===== config.mk =====
export PLATFORM = sky130hd
export DESIGN_NAME = snake_ctrl_flat
export DESIGN_NICKNAME = d
export VERILOG_FILES = /design/src/rtl/snake_ctrl_if.sv /design/src/rtl/snake_ctrl.sv /design/src/flat_wrapper.sv
export SDC_FILE = /design/constraint.sdc
export NUM_CORES = 1
export LEC_CHECK = 0
export ABC_AREA = 1
export ABC_CLOCK_PERIOD_IN_PS = 7150
export CAP_MARGIN = 20
export CELL_PAD_IN_SITES_DETAIL_PLACEMENT = 0
export CELL_PAD_IN_SITES_GLOBAL_PLACEMENT = 1
export CORE_MARGIN = 2
export CORE_UTILIZATION = 47
export DETAILED_ROUTE_END_ITERATION = 16
export GPL_TIMING_DRIVEN = 0
export PLACE_DENSITY_LB_ADDON = 0.1
export SKIP_CTS_REPAIR_TIMING = 1
export SLEW_MARGIN = 40
export SYNTH_ARGS = -nofsm -noshare
export SYNTH_HDL_FRONTEND = slang
export SYNTH_SLANG_ARGS = --single-unit

===== constraint.sdc =====
create_clock -name clk -period 7.15 [get_ports clk]
set_input_delay 1.7875 -clock clk [delete_from_list [all_inputs] [get_ports clk]]
set_output_delay 1.7875 -clock clk [all_outputs]
set_load 0.05 [all_outputs]

===== src/rtl/snake_ctrl_if.sv =====
// Control inputs and position outputs of the snake sequencer.
// The master drives the controls; the slave (snake_ctrl) drives position and status.
interface snake_ctrl_if;
  logic       start;
  logic       stop;
  logic       hold;
  logic       step;
  logic       dir;
  logic [1:0] speed;
  logic [4:0] addr;
  logic       adv;
  logic       lap;
  logic       busy;
  logic [1:0] state;

  modport master (
    output start, stop, hold, step, dir, speed,
    input  addr, adv, lap, busy, state
  );

  modport slave (
    input  start, stop, hold, step, dir, speed,
    output addr, adv, lap, busy, state
  );
endinterface


===== src/rtl/snake_ctrl.sv =====
// Snake position sequencer: walks addr around a LEN-long path at a prescaled rate.
// It can also pause, single-step, reverse direction and change speed on the fly.
module snake_ctrl #(
  parameter int unsigned LEN = 20,
  parameter int unsigned DIV = 2500000
) (
  input  logic        clk,
  input  logic        rst,
  snake_ctrl_if.slave bus
);

  typedef enum logic [1:0] {
    IDLE  = 2'b00,
    RUN   = 2'b01,
    PAUSE = 2'b10
  } state_e;

  localparam logic [4:0] LAST = 5'(LEN - 1);

  state_e      state_q;
  logic [31:0] cnt_q;
  logic [4:0]  addr_q;
  logic        adv_q;
  logic        lap_q;

  logic [31:0] limit;
  logic        tick;
  logic [4:0]  addr_d;
  logic        lap_d;

  // Candidate next position is always ready; the FSM decides whether to take it.
  always_comb begin
    limit  = (32'(DIV) << bus.speed) - 32'd1;
    tick   = (cnt_q >= limit);
    addr_d = addr_q;
    lap_d  = 1'b0;
    if (bus.dir) begin
      if (addr_q == '0) begin
        addr_d = LAST;
        lap_d  = 1'b1;
      end else begin
        addr_d = addr_q - 5'd1;
      end
    end else begin
      if (addr_q == LAST) begin
        addr_d = '0;
        lap_d  = 1'b1;
      end else begin
        addr_d = addr_q + 5'd1;
      end
    end
  end

  always_ff @(posedge clk) begin
    if (rst || bus.stop) begin
      state_q <= IDLE;
      cnt_q   <= '0;
      addr_q  <= '0;
      adv_q   <= 1'b0;
      lap_q   <= 1'b0;
    end else begin
      adv_q <= 1'b0;
      lap_q <= 1'b0;
      unique case (state_q)
        IDLE: begin
          cnt_q  <= '0;
          addr_q <= '0;
          if (bus.start) state_q <= RUN;
        end
        RUN: begin
          if (tick) begin
            cnt_q  <= '0;
            addr_q <= addr_d;
            adv_q  <= 1'b1;
            lap_q  <= lap_d;
          end else begin
            cnt_q <= cnt_q + 32'd1;
          end
          // A tick coinciding with hold still lands before pausing.
          if (bus.hold) state_q <= PAUSE;
        end
        PAUSE: begin
          if (bus.step) begin
            addr_q <= addr_d;
            adv_q  <= 1'b1;
            lap_q  <= lap_d;
          end
          if (!bus.hold) state_q <= RUN;
        end
        default: state_q <= IDLE;
      endcase
    end
  end

  assign bus.addr  = addr_q;
  assign bus.adv   = adv_q;
  assign bus.lap   = lap_q;
  assign bus.state = state_q;
  assign bus.busy  = (state_q != IDLE);

endmodule


===== src/flat_wrapper.sv =====
// flat-port wrapper written by rule: the top's interface ports become plain ports
module snake_ctrl_flat 
#(
  parameter int unsigned LEN = 20,
  parameter int unsigned DIV = 2500000
)
  (clk, rst, bus_start, bus_stop, bus_hold, bus_step, bus_dir, bus_speed, bus_addr, bus_adv, bus_lap, bus_busy, bus_state);
  snake_ctrl_if bus_i ();
  input  logic clk;
  input  logic rst;
  input wire logic [$bits(bus_i.start)-1:0] bus_start;
  input wire logic [$bits(bus_i.stop)-1:0] bus_stop;
  input wire logic [$bits(bus_i.hold)-1:0] bus_hold;
  input wire logic [$bits(bus_i.step)-1:0] bus_step;
  input wire logic [$bits(bus_i.dir)-1:0] bus_dir;
  input wire logic [$bits(bus_i.speed)-1:0] bus_speed;
  output wire logic [$bits(bus_i.addr)-1:0] bus_addr;
  output wire logic [$bits(bus_i.adv)-1:0] bus_adv;
  output wire logic [$bits(bus_i.lap)-1:0] bus_lap;
  output wire logic [$bits(bus_i.busy)-1:0] bus_busy;
  output wire logic [$bits(bus_i.state)-1:0] bus_state;
  assign bus_i.start = bus_start;
  assign bus_i.stop = bus_stop;
  assign bus_i.hold = bus_hold;
  assign bus_i.step = bus_step;
  assign bus_i.dir = bus_dir;
  assign bus_i.speed = bus_speed;
  assign bus_addr = bus_i.addr;
  assign bus_adv = bus_i.adv;
  assign bus_lap = bus_i.lap;
  assign bus_busy = bus_i.busy;
  assign bus_state = bus_i.state;
  snake_ctrl #(.LEN(LEN), .DIV(DIV)) u_core (.clk(clk), .rst(rst), .bus(bus_i));
endmodule

-- Word level (Yosys, flattened, before mapping)
Index checks and enable logic that the tools add are counted.
- input bits: 9
- register bits: 41
- $add $sub $neg: 4
- mux-type cells: 21
- equal/unequal tests: 8
- reduce and logical (&&, ||, !) cells: 8
- magnitude comparators: 1
- shift operators: 1
- operator list (kind ; count):
    $pmux 32 s2 ; 1
    $add 32x1->32 const B ; 1
    $ge 32x32->1 ; 1
    $mux 32 ; 1
    $shl 22x2->32 const A ; 1
    $sub 32x1->32 const B ; 1
    $mux 5 ; 5
    $pmux 5 s3 ; 1
    $ne 2x2->1 const B ; 4
    $mux 1 ; 7
    $mux 2 ; 3
    $pmux 2 s3 ; 1
    $reduce_and 3->1 ; 2
    $add 5x1->5 const B ; 1
    $eq 5x5->1 const B ; 1
    $logic_not 5->1 ; 1
    $sub 5x1->5 const B ; 1
    $pmux 1 s2 ; 2
    $reduce_bool 2->1 ; 2
    $reduce_bool 3->1 ; 1
    $eq 2x1->1 const B ; 1
    $eq 2x2->1 const B ; 1
    $logic_not 2->1 ; 1
    $ne 2x1->1 const B ; 1
    $logic_or 1x1->1 ; 1

-- Logic depth before layout (Yosys ltp)
Gate-level depths: netlist (run 1).
- word-level depth: 5
- gate-level depth with buffers: 16
- mapped depth without buffers: 16

-- Worst setup path before layout (run 1)
Ideal clock, no wire load.
- kind: input port to flip-flop
- start point: input bus_speed[1]
- end point: register u_core.cnt_q[11]
- stages on the path: 15
- slack: 3.552 ns
- arrival time: 3.533 ns
- path through: inv_1 ha_1 inv_1 ha_1 nand2_1 inv_1 nand2_1 nand2_1 nand2_1 nand2_1 a21oi_2 nand3_4 buf_4 o21a_1 nor2_1
- word-level cells in the longest chain between the ends: 5
- ends and longest elaborated chain (what ; RTL line ; text):
    from (decl) ; flat_wrapper.sv:16 ; input wire logic [$bits(bus_i.speed)-1:0] bus_speed;
    $shl 22x2->32 ; snake_ctrl.sv:33 ; limit = (32'(DIV) << bus.speed) - 32'd1;
    $sub 32x1->32 ; snake_ctrl.sv:33 ;
    $ge 32x32->1 ; snake_ctrl.sv:34 ; tick = (cnt_q >= limit);
    $mux 32 ; snake_ctrl.sv:71 ; if (tick) begin
    $pmux 32 s2 ; snake_ctrl.sv:64 ; unique case (state_q)
    to (signal assigned) ; snake_ctrl.sv:77 ; cnt_q <= cnt_q + 32'd1;
    to (decl) ; snake_ctrl.sv:21 ; logic [31:0] cnt_q;
No other way between the ends.
A chain may end at the register's enable or synchronous reset.

-- Final worst setup path (run 1)
- start point: input bus_speed[1]
- end point: register u_core.cnt_q[18]
The elaborated chain is that of the path after synthesis.

==> metrics.log, run 1 <==
[metrics] quantity of I/O buffers inserted on ports: 18
[metrics] Top Ports: 19
[metrics] share of cells above drive strength 1: 0.0737
[metrics] die width: 89.0 µm
[metrics] die extent in y: 89.0 µm
[metrics] CP startpoint kind: primary input
[metrics] peak supply drop: 91.7 µV
[metrics] final-layout setup total negative slack: 0 ps
[metrics] count of different cell masters after synthesis: 39
[metrics] Critical Path Slowest Stage Cell: clkdlybuf4s50_1
[metrics] type of the setup path with the least slack: in -> reg
[metrics] largest net degree at the start of global routing: 15
[metrics] synth-to-layout area growth: 13.0%
[metrics] actual transition at the worst max-transition pin: 641 ps
[metrics] overall fraction of global-route tracks in use: 0.226
[metrics] Internal: 366 µW
[metrics] number of antenna-violating nets in the routed design: 0
[metrics] final count of hold timing violations: 0
[metrics] antenna diode instance count: 0
[metrics] Clock Power Share: 0.377
[metrics] run status: finished clean
[metrics] combined flip-flop and latch cell area: 821 µm²
[metrics] placed wire-length estimate after detailed placement: 6670 µm
[metrics] detailed-router iteration count before antenna repair: 4
[metrics] Vias: 3,170
[metrics] min-delay worst type: reg -> reg
[metrics] Post-Route WL: 8270 µm
[metrics] critical path fanouts, max: 9
[metrics] per-cell via count in the routed design: 4.94
[metrics] CP top delay family: buffers and inverters
[metrics] pwr dens: 136 mW/mm²
[metrics] kind of end point of the critical path: flop
[metrics] starting density of the core: 0.476
[metrics] tightest slew margin relative to the limit: 0.571
[metrics] switching power share of the total: 0.297
[metrics] H-tree depth reported by CTS: 2
[metrics] share of the cycle needed by the critical path after routing: 0.606
[metrics] Max Root-Sink Buffers: 2
[metrics] fillcell total: 775
[metrics] static leakage: 1.59 nW
[metrics] highest cell delay on the worst timing path: 570 ps
[metrics] Clk pin slew, worst setup/hold paths: 90 ps
[metrics] Avg WL per Cell: 12.9 µm
[metrics] final-report setup violation count: 0
[metrics] Final Wtd Congestion: 0.940
[metrics] number of synthesized register bits: 41
[metrics] vias in the first global route: 2,840
[metrics] f_max: 231 MHz
[metrics] First DRT Iteration DRCs: 150
[metrics] Core ar.: 0.00714 mm²
[metrics] final net count: 591
[metrics] global-route wire length before repair: 13,900 µm
[metrics] synth warn: 0
[metrics] final core utilization: 0.538
[metrics] WP buf/inv: 4
[metrics] Final Critical Period: 4330 ps
[metrics] DRC violations left: 0
[metrics] Slew Viols, Final: 0
[metrics] cell-by-cell listing of the critical path: clkdlybuf4s50_1 -> inv_1 -> ha_1 -> inv_1 -> ha_1 -> nand2_1 -> inv_1 -> nand2_1 -> nand2_1 -> nand2_1 -> nand2_1 -> a21oi_2 -> nand2_2 -> nor2_4 -> o21ai_4 -> nor2_1
[metrics] synthesized netlist cell count: 511
[metrics] cell at the root of the clock tree: clkbuf_8
[metrics] clock latency at the later pin of the worst-skew pair: 300 ps
[metrics] area of the die: 0.00793 mm²
[metrics] area of the mapped netlist: 0.00340 mm²
[metrics] most common cell after layout, fill and taps aside: nand2_1
[metrics] antenna violations before repair: 0
[metrics] share of power burned in combinational logic: 0.173
[metrics] max-cap violations: 0
[metrics] cell repeated most along the worst path: nand2_1
[metrics] WP data required: 7390 ps
[metrics] CTS Sinks: 41
[metrics] Arr. time, crit path: 4570 ps
[metrics] part of the power in registers: 0.450
[metrics] switching power: 155 µW
[metrics] worst setup skew after layout: 4.17 ps
[metrics] number of buffers created by CTS: 5
[metrics] commonest cells after routing, fill and taps aside: 139 x nand2_1, 88 x nor2_1, 50 x inv_1
[metrics] CTS tree: done
[metrics] per-instance average area after synthesis: 6.65 µm²
[metrics] GRT overflow: 0
[metrics] setup repair after global routing missed its margin: no
[metrics] sequential share of the synthesized area: 0.241
[metrics] footprint of the multi-input gates: 0.00236 mm²
[metrics] FP Rows: 31
[layout make-up]
class,instances,share of cell area
clock buffers,5,0.0179
well taps,99,0.0322
multi-input cells,417,0.616
clock inverters,3,0.0121
flip-flops and latches,41,0.214
plain buffers,8,0.0114
inverters,51,0.0502
repair buffers,18,0.0469
[synth_stat cells]
cell type,number,area [µm²]
and2_1,1,6.26
a21oi_1,23,115
o21a_1,15,113
clkbuf_1,4,15.0
clkbuf_2,1,5.00
and3_1,1,6.26
a21oi_2,1,8.76
o21ai_0,10,50.1
xor2_1,20,175
buf_2,1,5.00
a21o_1,4,30.0
nand3b_2,1,11.3
nor3_2,1,10.0
nand2_1,139,522
a21boi_0,1,7.51
nor3_1,2,10.0
nand3_4,1,17.5
a31o_2,1,8.76
inv_1,50,188
nor2_1,88,330
nand3_2,2,20.0
nand2_2,7,43.8
nor2_2,7,43.8
o22ai_1,2,12.5
conb_1,1,3.75
nand3_1,15,75.1
nor2_4,4,45.0
o221ai_1,1,8.76
dfxtp_1,41,821
buf_4,1,7.51
clkinv_2,1,5.00
o21ai_4,1,16.3
ha_1,40,500
buf_6,1,11.3
o21ai_1,4,20.0
o21bai_1,1,7.51
nand4_1,11,68.8
o21bai_2,1,11.3
xnor2_1,5,43.8
[tightest hold or removal path, cell delays in order, from the launching register on]
cell and delay, ps:
dfxtp_1 360, nand2_1 80, a21oi_1 60
[logic make-up after synthesis]
logic type / synth area share
buf+inv: 0.0696
other cells: 0.00110
xor+xnor: 0.0644
fa+ha+maj: 0.147
simple gates: 0.356
compound gates: 0.120
flops: 0.241
[path summary, 6_finish.rpt]
check / slack [ps] / depth (start not counted) / start / endpoint
max: 2820 / 16 / bus_speed[1] / u_core.cnt_q[18]
min: 530 / 2 / u_core.cnt_q[1] / u_core.cnt_q[1]
max reg2reg: 5010 / 11 / u_core.cnt_q[15] / u_core.cnt_q[18]
min reg2reg: 530 / 2 / u_core.cnt_q[1] / u_core.cnt_q[1]
[registers in the layout, summed over array words and instances (netlist names)]
name	cells
u_core.bus.adv	1
u_core.cnt_q	32
u_core.bus.addr	5
u_core.bus.lap	1
u_core.bus.state	2
[metal layers]
layer / track usage / wire length [µm]
met2: 0.357 / 3680
met1: 0.334 / 4320
met4: 0.0326 / 64
met5: 0 / 0
met3: 0.0332 / 212
[power groups by stage]
| stage | clock network [mW] | logic (mW) | registers, mW |
|---|---|---|---|
| floorplan | 0 | 0.0547 | 0.247 |
| global placement | 0 | 0.0901 | 0.239 |
| detailed placement | 0 | 0.0906 | 0.240 |
| CTS | 0.201 | 0.0911 | 0.234 |
| global route | 0.209 | 0.102 | 0.235 |
| finish | 0.196 | 0.0903 | 0.234 |
[metrics by stage]
| step | setup slack [ps] | cells | power (mW) | cell area, µm² | hold slack (ps) |
|---|---|---|---|---|---|
| global route | 2530 | 642 | 0.546 | 3840 | 559 |
| finish | 2820 | 642 | 0.521 | 3840 | 529 |
| detailed placement | 2460 | 634 | 0.330 | 3730 | 519 |
| global placement | 2520 | 634 | 0.329 | 3730 | 513 |
| CTS | 2770 | 642 | 0.526 | 3840 | 533 |
| floorplan | 3550 | 517 | 0.302 | 3420 | 487 |
Power figures use the tool's default switching activity.
==> inputs of run 2 (changes only) <==
Settings changed: ABC_CLOCK_PERIOD_IN_PS 7150 to 4500, CORE_UTILIZATION 47 to 44.
Clock period 7.15 ns to 4.5 ns, I/O delays scaled along.
==> run 2 against run 1 <==
Net effect: die area grew 6.5%; worst setup slack lost 2000 ps; first-iteration DRC count shrank 12%; final cell count grew 0.47%; hold slack gained 5.7 ps; power grew 69%; clock skew grew 3.3 ps; non-clock buffer count is the same; routed wire length grew 2.3%; clock power grew 86%; sequential share of layout area shrank 0.15 points.
==> metrics.log, run 2 (synthesis gave the netlist of run 1 again) <==
[metrics] run status: finished clean
[metrics] antenna violations before repair: 0 (unchanged)
[metrics] number of buffers created by CTS: 5 (unchanged)
[metrics] fillcell total: 818 (+5.5%)
[metrics] r2r worst-path depth: 11 (unchanged)
[metrics] CP startpoint kind: primary input
[metrics] peak supply drop: 110 µV (+20%)
[metrics] static leakage: 1.60 nW (+0.91%)
[metrics] WP data required: 4730 ps (-2660 ps)
[metrics] final count of hold timing violations: 0 (unchanged)
[metrics] Arr. time, crit path: 3880 ps (-690 ps)
[metrics] tightest slew margin relative to the limit: 0.561 (-0.0103)
[metrics] type of the setup path with the least slack: in -> reg
[metrics] GRT overflow: 0 (unchanged)
[metrics] actual transition at the worst max-transition pin: 657 ps (+15.4 ps)
[metrics] worst setup slack for register-to-register paths: 2340 ps (-2670 ps)
[metrics] starting density of the core: 0.447 (-0.0295)
[metrics] global-route wire length before repair: 14,400 µm (+3.6%)
[metrics] worst setup skew after layout: 7.47 ps (+3.30 ps)
[metrics] cell at the root of the clock tree: clkbuf_8
[metrics] commonest cells after routing, fill and taps aside: 139 x nand2_1, 88 x nor2_1, 50 x inv_1
[metrics] quantity of I/O buffers inserted on ports: 18 (unchanged)
[metrics] largest net degree at the start of global routing: 15 (unchanged)
[metrics] Final Wtd Congestion: 0.860 (-8.4%)
[metrics] Final Critical Period: 3650 ps
[metrics] Vias: 3,217 (+1.5%)
[metrics] number of antenna-violating nets in the routed design: 0 (unchanged)
[metrics] Post-Route WL: 8470 µm (+2.3%)
[metrics] synth-to-layout area growth: 13.8%
[metrics] H-tree depth reported by CTS: 2 (unchanged)
[metrics] vias in the first global route: 3,063 (+7.9%)
[metrics] overall fraction of global-route tracks in use: 0.214 (-0.0126)
[metrics] antenna diode instance count: 0 (unchanged)
[metrics] min-delay worst type: reg -> reg
[metrics] Hold Path Cell Cnt: 2 (unchanged)
[metrics] CTS tree: done
[metrics] max reg flops: 32 (unchanged)
[metrics] clock latency at the later pin of the worst-skew pair: 300 ps (about the same)
[metrics] f_max: 274 MHz
[metrics] setup repair after global routing missed its margin: no
[metrics] kind of end point of the critical path: flop
[metrics] FP Rows: 32 (+3.2%)
[metrics] DRC violations left: 0 (unchanged)
[metrics] First DRT Iteration DRCs: 132 (-12%)
[metrics] final-layout setup total negative slack: 0 ps (unchanged)
[metrics] share of the cycle needed by the critical path after routing: 0.811
[metrics] Top Ports: 19 (unchanged)
[metrics] pwr dens: 227 mW/mm² (+68%)
[metrics] Max Root-Sink Buffers: 2 (unchanged)
[metrics] Avg WL per Cell: 13.1 µm (+1.9%)
[metrics] share of cells above drive strength 1: 0.0737 (unchanged)
[metrics] detailed-router iteration count before antenna repair: 4 (unchanged)
[metrics] critical path fanouts, max: 9 (unchanged)
[metrics] area of the die: 0.00845 mm² (+6.5%)
[metrics] per-cell via count in the routed design: 4.99 (+1.0%)
[metrics] Slew Viols, Final: 0 (unchanged)
[metrics] final net count: 591 (unchanged)
[metrics] max-cap violations: 0 (unchanged)
[metrics] CTS Sinks: 41 (unchanged)
[metrics] Core ar.: 0.00761 mm² (+6.6%)
[metrics] Clk pin slew, worst setup/hold paths: 90 ps (about the same)
[metrics] final-report setup violation count: 0 (unchanged)
[metrics] die extent in y: 91.9 µm (+3.2%)
[metrics] die width: 91.9 µm (+3.2%)
[metrics] most common cell after layout, fill and taps aside: nand2_1
[metrics] register containing the most flip-flops in the final layout: u_core.cnt_q
[metrics] placed wire-length estimate after detailed placement: 6810 µm (+2.1%)
[metrics] worst-case hold slack: 534 ps (+5.69 ps)
==> run 2: worst max-delay path: stages <==
cell and delay, ps:
clkdlybuf4s50_1 570, inv_1 170, ha_1 400, inv_1 100, ha_1 290, a21oi_1 140, nand2_1 70, nand2_1 50
nand2_1 90, a21oi_2 220, nand2_2 110, nor2_4 280, o21ai_4 140, nor2_1 120
==> run 2: where the power goes <==
| group | switching (mW) | internal, mW |
|---|---|---|
| clock | 0.140 | 0.223 |
| combinational | 0.0954 | 0.0485 |
| sequential | 0.00518 | 0.367 |
==> run 2: final timing paths <==
check                                 startpoint          endpoint
worst min register to register  u_core.cnt_q[29]  u_core.cnt_q[29]
worst max register to register  u_core.cnt_q[14]  u_core.cnt_q[18]
worst min-delay path            u_core.cnt_q[29]  u_core.cnt_q[29]
worst max-delay path                bus_speed[1]  u_core.cnt_q[18]
==> run 2: per-layer routing <==
metal,up-vias,part of all wire,track usage
met2,42,0.44,0.354
li1,1688,-,-
met5,-,0,0
met3,6,0.036,0.0296
met1,1481,0.51,0.298
met4,0,0.011,0.0423
==> run 2: stage by stage <==
stage | total power, mW | instances | util | instance area, µm² | setup slack, ps
after floorplan | 0.480 | 517 | - | 3420 | 1560
after global placement | 0.524 | 637 | 0.490 | 3730 | 514
after detailed placement | 0.525 | 637 | 0.490 | 3730 | 500
after CTS | 0.896 | 645 | 0.508 | 3870 | 814
after global routing | 0.922 | 645 | 0.508 | 3870 | 542
final | 0.880 | 645 | 0.508 | 3870 | 850
==> run 2: final cells by class <==
| type | count | area, µm² | area share |
|---|---|---|---|
| Clock buffer | 5 | 68.8 | 0.0178 |
| Buffer | 8 | 43.8 | 0.0113 |
| Multi-Input combinational cell | 417 | 2360 | 0.611 |
| Tap cell | 102 | 128 | 0.0330 |
| Clock inverter | 3 | 68.8 | 0.0178 |
| Sequential cell | 41 | 821 | 0.212 |
| Inverter | 51 | 193 | 0.0498 |
| Timing Repair Buffer | 18 | 180 | 0.0466 |
==> inputs of run 3 (changes only) <==
Settings changed: ABC_CLOCK_PERIOD_IN_PS 4500 to 3060, CORE_UTILIZATION 44 to 39.
Clock period 4.5 ns to 3.06 ns, I/O delays scaled along.
==> run 3 against run 2 <==
Net effect: combinational power is 52% higher; final cell count rose by 1.1%; sequential power increased by 47%; global-route usage decreased by 2.0 points; clock skew is essentially flat; critical path depth up 2; routed wire length increased by 4.2%; count of clock-buffer cells in the layout increased by 2; critical endpoint is now u_core.cnt_q[28]; largest cell class unchanged.
==> metrics.log, run 3 (synthesis gave the netlist of run 1 again) <==
[metrics] worst-case hold slack: 527 ps (-7.52 ps)
[metrics] min-delay worst type: reg -> reg
[metrics] final-layout setup total negative slack: 0 ps (unchanged)
[metrics] startpoint of the worst-slack reg-to-reg timing path: u_core.cnt_q[0]
[metrics] Core ar.: 0.00859 mm² (+13%)
[metrics] Clock Power Share: 0.381 (-0.033)
[metrics] Max Root-Sink Buffers: 2 (unchanged)
[metrics] pwr dens: 320 mW/mm² (+41%)
[metrics] number of cells in the design after placement: 643 (+0.94%)
[metrics] antenna violations before repair: 0 (unchanged)
[metrics] die extent in y: 97.4 µm (+5.9%)
[metrics] tightest slew margin relative to the limit: 0.566 (+0.00521)
[metrics] worst setup skew after layout: 7.45 ps (-0.0159 ps)
[metrics] Top Ports: 19 (unchanged)
[metrics] most common cell after layout, fill and taps aside: nand2_1
[metrics] peak supply drop: 158 µV (+44%)
[metrics] detailed-router iteration count before antenna repair: 4 (unchanged)
[metrics] DRC violations left: 0 (unchanged)
[metrics] Internal: 880 µW (+38%)
[metrics] First DRT Iteration DRCs: 114 (-14%)
[metrics] Final Wtd Congestion: 0.840 (-2.4%)
[metrics] GRT overflow: 0 (unchanged)
[metrics] worst setup path endpoint: u_core.cnt_q[28]
[metrics] max-cap violations: 0 (unchanged)
[metrics] die width: 97.4 µm (+5.9%)
[metrics] footprint of the multi-input gates: 0.00237 mm² (+0.11%)
[metrics] Clk pin slew, worst setup/hold paths: 90 ps (about the same)
[metrics] worst setup margin: 235 ps (-615 ps)
[metrics] starting density of the core: 0.396 (-0.0513)
[metrics] WP data required: 3290 ps (-1440 ps)
[metrics] type of the setup path with the least slack: in -> reg
[metrics] Slew Viols, Final: 0 (unchanged)
[metrics] placed wire-length estimate after detailed placement: 7000 µm (+2.8%)
[metrics] switching power share of the total: 0.289 (+0.0149)
[metrics] per-cell via count in the routed design: 4.86 (-2.5%)
[metrics] commonest cells after routing, fill and taps aside: 139 x nand2_1, 88 x nor2_1, 49 x inv_1
[metrics] Arr. time, crit path: 3060 ps (-820 ps)
[metrics] static leakage: 1.60 nW (-0.17%)
[metrics] antenna diode instance count: 0 (unchanged)
[metrics] largest net degree at the start of global routing: 13 (-2)
[metrics] critical path fanouts, max: 10 (+1)
[metrics] Post-Route WL: 8830 µm (+4.2%)
[metrics] worst flop-to-flop path endpoint: u_core.cnt_q[21]
[metrics] combined flip-flop and latch cell area: 821 µm² (unchanged)
[metrics] kind of end point of the critical path: flop
[metrics] number of antenna-violating nets in the routed design: 0 (unchanged)
[metrics] final count of hold timing violations: 0 (unchanged)
[metrics] setup repair after global routing missed its margin: no
[metrics] area of the die: 0.00948 mm² (+12%)
[metrics] CP startpoint kind: primary input
[metrics] part of the power in registers: 0.442 (+0.019)
[metrics] instance area after placement: 0.00374 mm² (+0.20%)
[metrics] max reg flops: 32 (unchanged)
[metrics] clock latency at the later pin of the worst-skew pair: 300 ps (about the same)
[metrics] synth-to-layout area growth: 13.7% (about the same)
[metrics] CTS Sinks: 41 (unchanged)
[metrics] r2r worst-path depth: 13 (+2)
[metrics] share of cells above drive strength 1: 0.0809 (+0.00722)
[metrics] number of buffers created by CTS: 5 (unchanged)
[metrics] overall fraction of global-route tracks in use: 0.193 (-0.0202)
[metrics] Avg WL per Cell: 13.5 µm (+3.1%)
[metrics] H-tree depth reported by CTS: 2 (unchanged)
[metrics] FP Rows: 34 (+6.3%)
[metrics] final cell count without fillers: 652 (+1.1%)
[metrics] vias in the first global route: 3,019 (-1.4%)
[metrics] cell area after layout: 0.00387 mm² (about the same)
[metrics] final-report setup violation count: 0 (unchanged)
[metrics] final net count: 592 (+0.17%)
[metrics] share of power burned in combinational logic: 0.177 (+0.013)
[metrics] share of the cycle needed by the critical path after routing: 0.923
[metrics] CP startpoint: bus_speed[1]
[metrics] actual transition at the worst max-transition pin: 649 ps (-7.78 ps)
[metrics] global-route wire length before repair: 14,900 µm (+3.3%)
[metrics] worst setup slack for register-to-register paths: 860 ps (-1480 ps)
[metrics] run status: finished clean
[metrics] switching power: 358 µW (+48%)
[metrics] Vias: 3,171 (-1.4%)
[metrics] Final Critical Period: 2820 ps
[metrics] register containing the most flip-flops in the final layout: u_core.cnt_q
[metrics] cell at the root of the clock tree: clkbuf_8
[metrics] f_max: 354 MHz
[metrics] quantity of I/O buffers inserted on ports: 18 (unchanged)
[metrics] fillcell total: 958 (+17%)
[metrics] CTS tree: done
[metrics] setup slack at placement: -685 ps (-1190 ps)
## run 3: critical path: stages
cell      delay (ps)
clkbuf_2         150
inv_2            100
ha_2             390
inv_1             90
ha_1             290
nand2_1           60
inv_1             40
nand2_1           60
nand2_1           50
nand2_1           50
nand2_1           90
a21oi_2          230
nand3_4          180
buf_4            230
o21a_1           170
nor2_1            80
## run 3: power by group through the flow
stage	Clock, mW	Combinational [mW]	Sequential [mW]
final	0.472	0.219	0.547
after global routing	0.507	0.245	0.549
after CTS	0.489	0.216	0.547
after detailed placement	0	0.215	0.560
after global placement	0	0.215	0.560
after floorplan	0	0.128	0.578
## run 3: through the flow
stage / utilization / total power, mW
finish: 0.450 / 1.24
global route: 0.450 / 1.30
CTS: 0.448 / 1.25
detailed placement: 0.435 / 0.775
global placement: 0.435 / 0.774
floorplan: - / 0.706
## run 3: cell type report
| type | count | area share |
|---|---|---|
| plain buffers | 8 | 0.0113 |
| clock inverters | 1 | 0.00777 |
| well taps | 108 | 0.0350 |
| flip-flops and latches | 41 | 0.212 |
| inverters | 51 | 0.0498 |
| clock buffers | 7 | 0.0223 |
| repair buffers | 19 | 0.0492 |
| multi-input cells | 417 | 0.612 |
## run 3: worst min-delay path by stage
stage                             endpoint  cells past startpoint        startpoint  slack [ps]
after floorplan           u_core.cnt_q[29]                      2  u_core.cnt_q[29]         490
after global placement    u_core.cnt_q[29]                      2  u_core.cnt_q[29]         510
after detailed placement   u_core.cnt_q[1]                      2   u_core.cnt_q[1]         520
after CTS                 u_core.cnt_q[30]                      2  u_core.cnt_q[30]         530
after global routing      u_core.cnt_q[30]                      2  u_core.cnt_q[30]         560
final                     u_core.cnt_q[30]                      2  u_core.cnt_q[30]         530
## run 3: layer usage
layer / track usage / vias to the layer above / share of wire
li1: - / 1690 / -
met1: 0.279 / 1446 / 0.53
met2: 0.314 / 28 / 0.44
met3: 0.0245 / 7 / 0.022
met4: 0.0321 / 0 / 0.0074
met5: 0 / - / 0
